<file path="src/rtl/dvi_pkg.sv">
// rtl/dvi_pkg.sv - shared types and timing constants for the DVI frame sampler
package dvi_pkg;

    // One decoded pixel; packs to {r,g,b}.
    typedef struct packed {
        logic [7:0] r;
        logic [7:0] g;
        logic [7:0] b;
    } rgb_t;

    typedef enum logic {
        S_WAIT_VS = 1'b0,
        S_CAPTURE = 1'b1
    } fsm_t;

    // Nominal 800x600 active area of the source.
    localparam int H_ACTIVE = 800;
    localparam int V_ACTIVE = 600;

endpackage

</file>
<file path="src/rtl/dvi_sync_edge.sv">
// rtl/dvi_sync_edge.sv - input register stage, vs/de edge detect and x/y pixel counters
//
// Ports:
//   clk, rst_n      pixel clock, asynchronous active-low reset
//   de, vs, rgb     raw receiver stream
//   de_q, rgb_q     stream delayed by one clock
//   vs_rise         first cycle of vs in the registered stream
//   de_fall         first blank cycle after a line in the registered stream
//   x_cnt           position of the current de_q pixel within its line
//   y_cnt           line index of the current de_q pixel within the frame
module dvi_sync_edge
    import dvi_pkg::*;
#(
    parameter int CNT_W = 12
) (
    input  logic             clk,
    input  logic             rst_n,
    input  logic             de,
    input  logic             vs,
    input  rgb_t             rgb,
    output logic             de_q,
    output rgb_t             rgb_q,
    output logic             vs_rise,
    output logic             de_fall,
    output logic [CNT_W-1:0] x_cnt,
    output logic [CNT_W-1:0] y_cnt
);

    localparam logic [CNT_W-1:0] CNT_MAX = '1;

    logic vs_q;
    logic vs_q2;
    logic de_q2;

    assign vs_rise = vs_q & ~vs_q2;
    assign de_fall = ~de_q & de_q2;

    always_ff @(posedge clk or negedge rst_n) begin
        if (!rst_n) begin
            de_q  <= 1'b0;
            de_q2 <= 1'b0;
            vs_q  <= 1'b0;
            vs_q2 <= 1'b0;
            rgb_q <= '0;
            x_cnt <= '0;
            y_cnt <= '0;
        end else begin
            de_q  <= de;
            de_q2 <= de_q;
            vs_q  <= vs;
            vs_q2 <= vs_q;
            rgb_q <= rgb;

            // Counters stick at all-ones so oversized lines/frames never alias
            // back onto low grid positions.
            if (de_fall) begin
                x_cnt <= '0;
            end else if (de_q && (x_cnt != CNT_MAX)) begin
                x_cnt <= x_cnt + 1'b1;
            end

            if (vs_rise) begin
                y_cnt <= '0;
            end else if (de_fall && (y_cnt != CNT_MAX)) begin
                y_cnt <= y_cnt + 1'b1;
            end
        end
    end

endmodule

</file>
<file path="src/rtl/dvi_frame_sampler.sv">
// rtl/dvi_frame_sampler.sv - point-samples a MATRIX_W x MATRIX_H grid per frame and measures active size
//
// Ports:
//   clk, rst_n          pixel clock, asynchronous active-low reset
//   I_enable            capture enable
//   I_de, I_hs, I_vs    receiver timing (hs reserved)
//   I_r, I_g, I_b       receiver pixel
//   O_wr_en/addr/data   frame-store write, addr = row*MATRIX_W+col, data = {r,g,b}
//   O_frame_done        one-cycle pulse when a captured frame ends
//   O_frame_complete    last frame wrote every grid sample
//   O_h_active          longest line of last frame
//   O_v_active          line count of last frame
module dvi_frame_sampler
    import dvi_pkg::*;
#(
    parameter int MATRIX_W = 16,
    parameter int MATRIX_H = 8,
    parameter int X_FIRST  = 25,
    parameter int Y_FIRST  = 37,
    parameter int X_STEP   = 50,
    parameter int Y_STEP   = 75,
    parameter int CNT_W    = 12
) (
    input  logic                                 clk,
    input  logic                                 rst_n,
    input  logic                                 I_enable,
    input  logic                                 I_de,
    input  logic                                 I_hs,
    input  logic                                 I_vs,
    input  logic [7:0]                           I_r,
    input  logic [7:0]                           I_g,
    input  logic [7:0]                           I_b,
    output logic                                 O_wr_en,
    output logic [$clog2(MATRIX_W*MATRIX_H)-1:0] O_wr_addr,
    output logic [23:0]                          O_wr_data,
    output logic                                 O_frame_done,
    output logic                                 O_frame_complete,
    output logic [CNT_W-1:0]                     O_h_active,
    output logic [CNT_W-1:0]                     O_v_active
);

    localparam int N_SAMPLES = MATRIX_W * MATRIX_H;
    localparam int ADDR_W    = $clog2(N_SAMPLES);
    localparam int COL_W     = $clog2(MATRIX_W + 1);
    localparam int ROW_W     = $clog2(MATRIX_H + 1);
    localparam int SCNT_W    = $clog2(N_SAMPLES + 1);
    // One extra bit so next_x/next_y past the counter range cannot wrap onto a real position.
    localparam int POS_W     = CNT_W + 1;

    localparam logic [POS_W-1:0] X_FIRST_P = POS_W'(X_FIRST);
    localparam logic [POS_W-1:0] Y_FIRST_P = POS_W'(Y_FIRST);
    localparam logic [POS_W-1:0] X_STEP_P  = POS_W'(X_STEP);
    localparam logic [POS_W-1:0] Y_STEP_P  = POS_W'(Y_STEP);

    logic             de_q;
    rgb_t             rgb_q;
    logic             vs_rise;
    logic             de_fall;
    logic [CNT_W-1:0] x_cnt;
    logic [CNT_W-1:0] y_cnt;

    fsm_t              state;
    fsm_t              state_nx;
    logic [COL_W-1:0]  col;
    logic [ROW_W-1:0]  row;
    logic [POS_W-1:0]  next_x;
    logic [POS_W-1:0]  next_y;
    logic [SCNT_W-1:0] sample_cnt;
    logic [CNT_W-1:0]  line_max;

    logic              hit;
    logic              row_adv;
    logic              frame_end;
    logic              x_on;
    logic              y_on;
    logic              col_ok;
    logic              row_ok;
    logic [ADDR_W-1:0] addr_c;

    logic unused_hs;
    assign unused_hs = I_hs;

    dvi_sync_edge #(
        .CNT_W (CNT_W)
    ) u_sync (
        .clk     (clk),
        .rst_n   (rst_n),
        .de      (I_de),
        .vs      (I_vs),
        .rgb     ('{r: I_r, g: I_g, b: I_b}),
        .de_q    (de_q),
        .rgb_q   (rgb_q),
        .vs_rise (vs_rise),
        .de_fall (de_fall),
        .x_cnt   (x_cnt),
        .y_cnt   (y_cnt)
    );

    assign x_on   = ({1'b0, x_cnt} == next_x);
    assign y_on   = ({1'b0, y_cnt} == next_y);
    assign col_ok = (col < COL_W'(MATRIX_W));
    assign row_ok = (row < ROW_W'(MATRIX_H));
    assign addr_c = ADDR_W'(int'(row) * MATRIX_W + int'(col));

    always_comb begin
        state_nx  = state;
        hit       = 1'b0;
        row_adv   = 1'b0;
        frame_end = 1'b0;
        case (state)
            S_WAIT_VS: begin
                if (vs_rise && I_enable) begin
                    state_nx = S_CAPTURE;
                end
            end
            S_CAPTURE: begin
                // vs_rise wins over everything, including a coincident de pixel.
                if (vs_rise) begin
                    frame_end = 1'b1;
                    if (!I_enable) begin
                        state_nx = S_WAIT_VS;
                    end
                end else if (!I_enable) begin
                    state_nx = S_WAIT_VS;
                end else begin
                    hit     = de_q & x_on & y_on & col_ok & row_ok;
                    row_adv = de_fall & y_on & row_ok;
                end
            end
            default: state_nx = S_WAIT_VS;
        endcase
    end

    always_ff @(posedge clk or negedge rst_n) begin
        if (!rst_n) begin
            state            <= S_WAIT_VS;
            col              <= '0;
            row              <= '0;
            next_x           <= '0;
            next_y           <= '0;
            sample_cnt       <= '0;
            line_max         <= '0;
            O_wr_en          <= 1'b0;
            O_wr_addr        <= '0;
            O_wr_data        <= '0;
            O_frame_done     <= 1'b0;
            O_frame_complete <= 1'b0;
            O_h_active       <= '0;
            O_v_active       <= '0;
        end else begin
            state        <= state_nx;
            O_wr_en      <= hit;
            O_frame_done <= frame_end;

            if (hit) begin
                O_wr_addr  <= addr_c;
                O_wr_data  <= rgb_q;
                col        <= col + 1'b1;
                next_x     <= next_x + X_STEP_P;
                sample_cnt <= sample_cnt + 1'b1;
            end

            if (de_fall) begin
                col    <= '0;
                next_x <= X_FIRST_P;
                if (x_cnt > line_max) begin
                    line_max <= x_cnt;
                end
            end

            if (row_adv) begin
                row    <= row + 1'b1;
                next_y <= next_y + Y_STEP_P;
            end

            if (frame_end) begin
                O_h_active       <= line_max;
                O_v_active       <= y_cnt;
                O_frame_complete <= (sample_cnt == SCNT_W'(N_SAMPLES));
            end

            // Column tracker is also reloaded here so a frame that starts right
            // after reset does not sample at x=0.
            if (vs_rise) begin
                col        <= '0;
                next_x     <= X_FIRST_P;
                row        <= '0;
                next_y     <= Y_FIRST_P;
                sample_cnt <= '0;
                line_max   <= '0;
            end
        end
    end

endmodule
</file>
<file path="config.mk">
export PLATFORM = sky130hd
export DESIGN_NAME = dvi_frame_sampler
export DESIGN_NICKNAME = d
export VERILOG_FILES = /design/src/rtl/dvi_pkg.sv /design/src/rtl/dvi_sync_edge.sv /design/src/rtl/dvi_frame_sampler.sv
export SDC_FILE = /design/constraint.sdc
export NUM_CORES = 1
export LEC_CHECK = 0
export ABC_AREA = 1
export CAP_MARGIN = 20
export CORE_AREA = 2 2 120 122
export DETAILED_ROUTE_END_ITERATION = 6
export DIE_AREA = 0 0 122 124
export HOLD_SLACK_MARGIN = 0.03
export PLACE_DENSITY = 0.95
export RECOVER_POWER = 50
export SLEW_MARGIN = 20
export SYNTH_ARGS = -nofsm -noshare
export SYNTH_HDL_FRONTEND = slang
export SYNTH_SLANG_ARGS = --single-unit
</file>
<file path="constraint.sdc">
create_clock -name clk -period 3.1 [get_ports clk]
set_input_delay 0.465 -clock clk [delete_from_list [all_inputs] [get_ports clk]]
set_output_delay 0.465 -clock clk [all_outputs]
set_load 0.03 [all_outputs]
</file>
======== After elaboration in Yosys (flattened, before gate mapping) ========
Index checks and enable logic that the tools add are counted.
operators by class
  magnitude comparators ................... 3
  equality and inequality tests ........... 5
  reductions and logical operators ........ 11
  $add $sub $neg .......................... 8
  bitwise operators ....................... 11
  multiplexer cells ....................... 30
operators with widths
  kind                                               number
  2-to-1 mux 12 bit                                  7
  2-to-1 mux 13 bit                                  5
  == test 12 x 13 -> 1 bit                           2
  adder 12 x 1 -> 12 bit, second input constant      2
  != test 12 bit, second input constant              2
  2-to-1 mux 8 bit                                   2
  2-to-1 mux 5 bit                                   3
  adder 13 x 6 -> 13 bit, second input constant      1
  adder 13 x 7 -> 13 bit, second input constant      1
  greater-than comparator 12 bit                     1
  nonzero test 2 bit                                 6
  2-to-1 mux 1 bit                                   10
  adder 8 x 1 -> 8 bit, second input constant        1
  AND 1 bit                                          8
  == test 8 bit, second input constant               1
  2-to-1 mux 4 bit                                   2
  adder 7 x 5 -> 7 bit                               1
  adder 5 x 1 -> 5 bit, second input constant        1
  less-than comparator 5 bit, second input constant  1
  adder 4 x 1 -> 4 bit, second input constant        1
  less-than comparator 4 bit, second input constant  1
  logical AND 1 bit                                  3
  NOT 1 bit                                          3
  nonzero test 3 bit                                 1
  2 further kinds                                    2
storage, ports and cells
  input port bits ......................... 30
  output and inout bits ................... 58
  word-level logic and storage cells ...... 91
  bits in registers ....................... 166

======== Longest topological paths before layout ========
  word-level depth ........................ 11
  mapped depth ............................ 13
  gate-level depth less buffers ........... 12

======== By module ========
From an unflattened synthesis, not the netlist that was laid out.
second synthesis, totals
  cell total of the unflattened synthesis .. 1095
  area, all modules ....................... 8476.9 µm²
modules (own cells, without submodules)
  module             area each (µm²)  sequential area each (µm²)  times used  cells an instance
  dvi_frame_sampler  6232.2           2852.7                      1           848
  dvi_sync_edge      2244.7           1301.2                      1           247

======== Worst setup path after synthesis ========
No wires, ideal clock.
  path type ............................... flip-flop to flip-flop
  start ................................... register u_sync.x_cnt[9]
  end ..................................... register line_max[10]
  buffers on the path ..................... 1
  arrival time ............................ 1680 ps
  stages on the path, launching flop included .. 12
  setup slack ............................. 1354 ps
  library setup time ...................... 66 ps
  data required time ...................... 3034 ps
  period minus slack after synthesis ...... 1746 ps
  cell sequence ........................... dfrtp_1 > ha_1 > nand2_1 > nor2_1 > and2_1 > nand3_1 > nand2_1 > inv_1 > nand2_1 > clkbuf_1 > nand3_1 > nand2_1
between the ends
  longest elaborated chain between the ends .. 3
RTL lines
  element                               line                      source
  from (decl)                           dvi_sync_edge.sv:25       output logic [CNT_W-1:0] x_cnt,
  from (signal assigned)                dvi_sync_edge.sv:59       x_cnt <= x_cnt + 1'b1;
  greater-than comparator 12 bit        dvi_frame_sampler.sv:166  if (x_cnt > line_max) begin
  nonzero test 2 bit (no source line)   --
  AND reduction 2 bit (no source line)  --
  to (signal assigned)                  dvi_frame_sampler.sv:167  line_max <= x_cnt;
  to (decl)                             dvi_frame_sampler.sv:69   logic [CNT_W-1:0] line_max;
Every way passes these cells.
A chain may end at the register's enable or synchronous reset.

======== Final worst setup path ========
  start ................................... register u_sync.de_q
  end ..................................... register next_y[12]
between the ends
  longest elaborated chain between the ends .. 8
RTL lines
  element                              line                      source
  from (decl)                          dvi_sync_edge.sv:21       output logic de_q,
  from (signal assigned)               dvi_sync_edge.sv:40       de_q <= 1'b0;
  from (signal assigned)               dvi_sync_edge.sv:48       de_q <= de;
  NOT 1 bit                            dvi_sync_edge.sv:36       assign de_fall = ~de_q & de_q2;
  AND 1 bit                            dvi_sync_edge.sv:36
  AND 1 bit (2 in series)              dvi_frame_sampler.sv:127  row_adv = de_fall & y_on & row_ok;
  2-to-1 mux 1 bit                     dvi_frame_sampler.sv:123  end else if (!I_enable) begin
  2-to-1 mux 1 bit                     dvi_frame_sampler.sv:118  if (vs_rise) begin
  2-to-1 mux 1 bit                     dvi_frame_sampler.sv:110  case (state)
  nonzero test 2 bit (no source line)  --
  to (signal assigned)                 dvi_frame_sampler.sv:173  next_y <= next_y + Y_STEP_P;
  to (decl)                            dvi_frame_sampler.sv:67   logic [POS_W-1:0] next_y;
Every way passes these cells.

==> impl_metrics.csv <==
group,metric,value,unit
setup_path,path_max_fanout,21,
placed_design,port_buffers,86,
sta,finalWorstSetupSlack,0.6936,ns
floorplan,rows,43,
global_route,antenna_found_initial,0,
final_layout,diodes,0,
routing,drc,0,
setup_path,crit_buf_inv,3,
floorplan,die-area,15130,um2
clock_network,clock-sinks,166,
setup_path,critPathArrivalTime,2.73,ns
placed_design,dp_hpwl,13060,um
setup_path,required,3.43,ns
final_layout,mostFrequentLayoutCell,"nand2_1",
global_route,overflow,0,
final_layout,layout-drive-gt1-share,6.507,%
final_layout,nNetsFinal,1208,
worst_hold_path,hp-class,"in -> async",
global_route,grt_max_degree,108,
clock_network,cts_buffers,17,
setup_path,cpMostUsedCell,"nand2_1",
sta,hold_viol,0,
routing,dr.pass1.iters,6,
routing,vias,7558,
sta,worst_slew_pin_slew,1.382,ns
final_layout,layout_common_cells,"nand2_1, dfrtp_1, nand3_1, nor2_1, inv_1",
placed_design,gp_congestion,0.9481,
sta,setup_tns,0,ns
yosys,synth_fp_nets,1127,
floorplan,io_pins,88,
final_layout,area_growth,18.85,%
global_route,track_usage,27.42,%
yosys,synth_area,8317,um2
setup_path,critPathSlowestCell,"clkbuf_1",
setup_path,cp-end-kind,"flip-flop",
sta,grt_setup_unrepaired,"false",
routing,routed_wirelength,19480,um
yosys,ys_seq_area_share,49.95,%
power_and_ir_drop,vdd_ir_drop_max,0.4048,mV
yosys,syn_area_per_cell,7.736,um2
global_route,grt_pass1_vias,7110,
yosys,syn_inst,1075,
setup_path,worstPathCellList,"inv_1, nand2_1, clkbuf_1, nor3_1, nand2_1, buf_4, nand2_1, nand2_1, nand2_1",
sta,fmaxAchievable,415.6,MHz
routing,antenna_left,0,
clock_network,path_clk_slew,0.07,ns
placed_design,pre_cts_ws,0.6580,ns
routing,wl_per_cell,14.45,um
job,cap_violations,0,
clock_network,hold_buffers,0,
sta,fin_crit,2.406,ns
clock_network,cts_tree,"done",
clock_network,cts.htree.levels,4,
floorplan,start_util,60.62,%
power_and_ir_drop,p_leak,5.008,nW
sta,fin_crit_sh,77.62,%
power_and_ir_drop,pwr_density_cell,541.7,nW/um2
status,status,"finished, final reports clean",
yosys,ys_warn_count,0,
floorplan,die_w,122,um
sta,drv_slew,0,
clock_network,clk_latency,0.44,ns
sta,slew_headroom,7.854,%
clock_network,cts_setup_buffers,0,
floorplan,die_y,124,um
yosys,yosys_register_bits,166,
routing,drt_iter0_drc,703,
setup_path,crit_path_start_kind,"flip-flop",
clock_network,cts_buffer_depth,2,
routing,via_per_inst,5.607,
setup_path,critical_path_class,"reg -> reg",
yosys,synth_cell_types,36,
floorplan,core_area,13720,um2
clock_network,cts_resized,0,
setup_path,cp_top_family,"buffers and inverters",
clock_network,cts_root_buf,"clkbuf_16",
sta,setup_viol,0,
setup_path,slowest_delay,0.59,ns
global_route,grt_pass1_wl,32600,um
sta,clock_skew,0.005284,ns
-- final cells by class --
class	count	area, um2
flip-flops and latches	166	4154
fillers	1015	3835
multi-input cells	774	3618
repair buffers	98	950.9
clock buffers	18	439.2
inverters	99	371.6
well taps	180	225.2
clock inverters	13	125.1
-- worst reg2reg max path: cells and delay by family, from the launching register on --
family	cells	cell delay [ns]
buf+inv	3	0.94
simple gates	6	0.89
flops	1	0.47
-- through the flow --
stage | cell area [um2] | hold WS (ns) | total power, mW | utilization, % | std cells
after floorplan | 8317 | 0.1694 | 3.044 | - | 1075
after global placement | 9334 | 0.3809 | 3.297 | 68.03 | 1317
after detailed placement | 9334 | 0.3791 | 3.334 | 68.03 | 1317
after CTS | 9898 | 0.09740 | 5.364 | 72.15 | 1348
after global routing | 9884 | 0.2072 | 5.597 | 72.05 | 1348
final | 9884 | 0.1420 | 5.354 | 72.05 | 1348
-- flip-flops by register name (all words and copies together) (netlist names), 4 cells and up --
| register | count |
|---|---|
| u_sync.y_cnt | 12 |
| O_wr_addr | 7 |
| u_sync.rgb_q | 24 |
| row | 4 |
| O_v_active | 12 |
| col | 5 |
| O_wr_data | 24 |
| sample_cnt | 8 |
| u_sync.x_cnt | 12 |
| next_y | 13 |
| O_h_active | 12 |
| next_x | 13 |
| line_max | 12 |
-- where the power goes --
part           internal [mW]  total (mW)  switching, mW  leakage [nW]
logic                  0.312       0.868          0.556          2.53
clock network           1.13        2.04          0.908         0.267
registers               2.29        2.45          0.163          2.21
-- synth_stat cells (all sizes together) --
master | instances | share of area, %
o211ai | 1 | 0.090
dfrtp | 166 | 50
o21ai | 53 | 3.2
a21oi | 15 | 0.90
o32ai | 1 | 0.11
buf | 20 | 1.4
and2 | 1 | 0.075
o31ai | 2 | 0.18
clkinv | 2 | 0.090
nand3b | 4 | 0.36
nor4 | 3 | 0.23
o22ai | 1 | 0.075
ha | 22 | 3.3
xnor2 | 4 | 0.42
nor2 | 93 | 4.3
nand4 | 18 | 1.4
clkbuf | 16 | 0.72
o21a | 2 | 0.18
inv | 97 | 4.4
nor3 | 18 | 1.2
or2 | 6 | 0.45
nand3 | 111 | 6.7
xor2 | 20 | 2.1
o41ai | 1 | 0.11
nand2 | 398 | 18
-- final timing paths --
path,start,to,slack [ns],depth (start not counted)
max,u_sync.de_q,next_y[12],0.69,9
min,rst_n,O_h_active[1],0.14,2
max reg2reg,u_sync.de_q,next_y[12],0.69,9
min reg2reg,u_sync.vs_q,u_sync.vs_q2,0.39,0
max in group asynchronous,rst_n,next_x[7],1.72,2
min in group clk,u_sync.vs_q,u_sync.vs_q2,0.39,0
-- logic make-up after synthesis --
kind of cell	after synthesis	synth area share, %
AO/OA/AOI/OAI	76	4.874
XOR/XNOR	24	2.527
adder cells (fa/ha/maj)	22	3.310
flip-flops	166	49.95
buffers and inverters	135	6.574
AND/OR/NAND/NOR	652	32.77
-- layer usage --
layer / share of wire, % / up-vias / routed length (um) / GRT usage [%]
met5: 0 / - / 0 / 0
met4: 2.8 / 0 / 541 / 11.21
met3: 7.3 / 56 / 1418 / 6.136
met2: 49 / 361 / 9465 / 45.60
met1: 41 / 3557 / 8057 / 35.03
li1: - / 3584 / - / -
No activity file was read; power rests on OpenSTA's default activity.
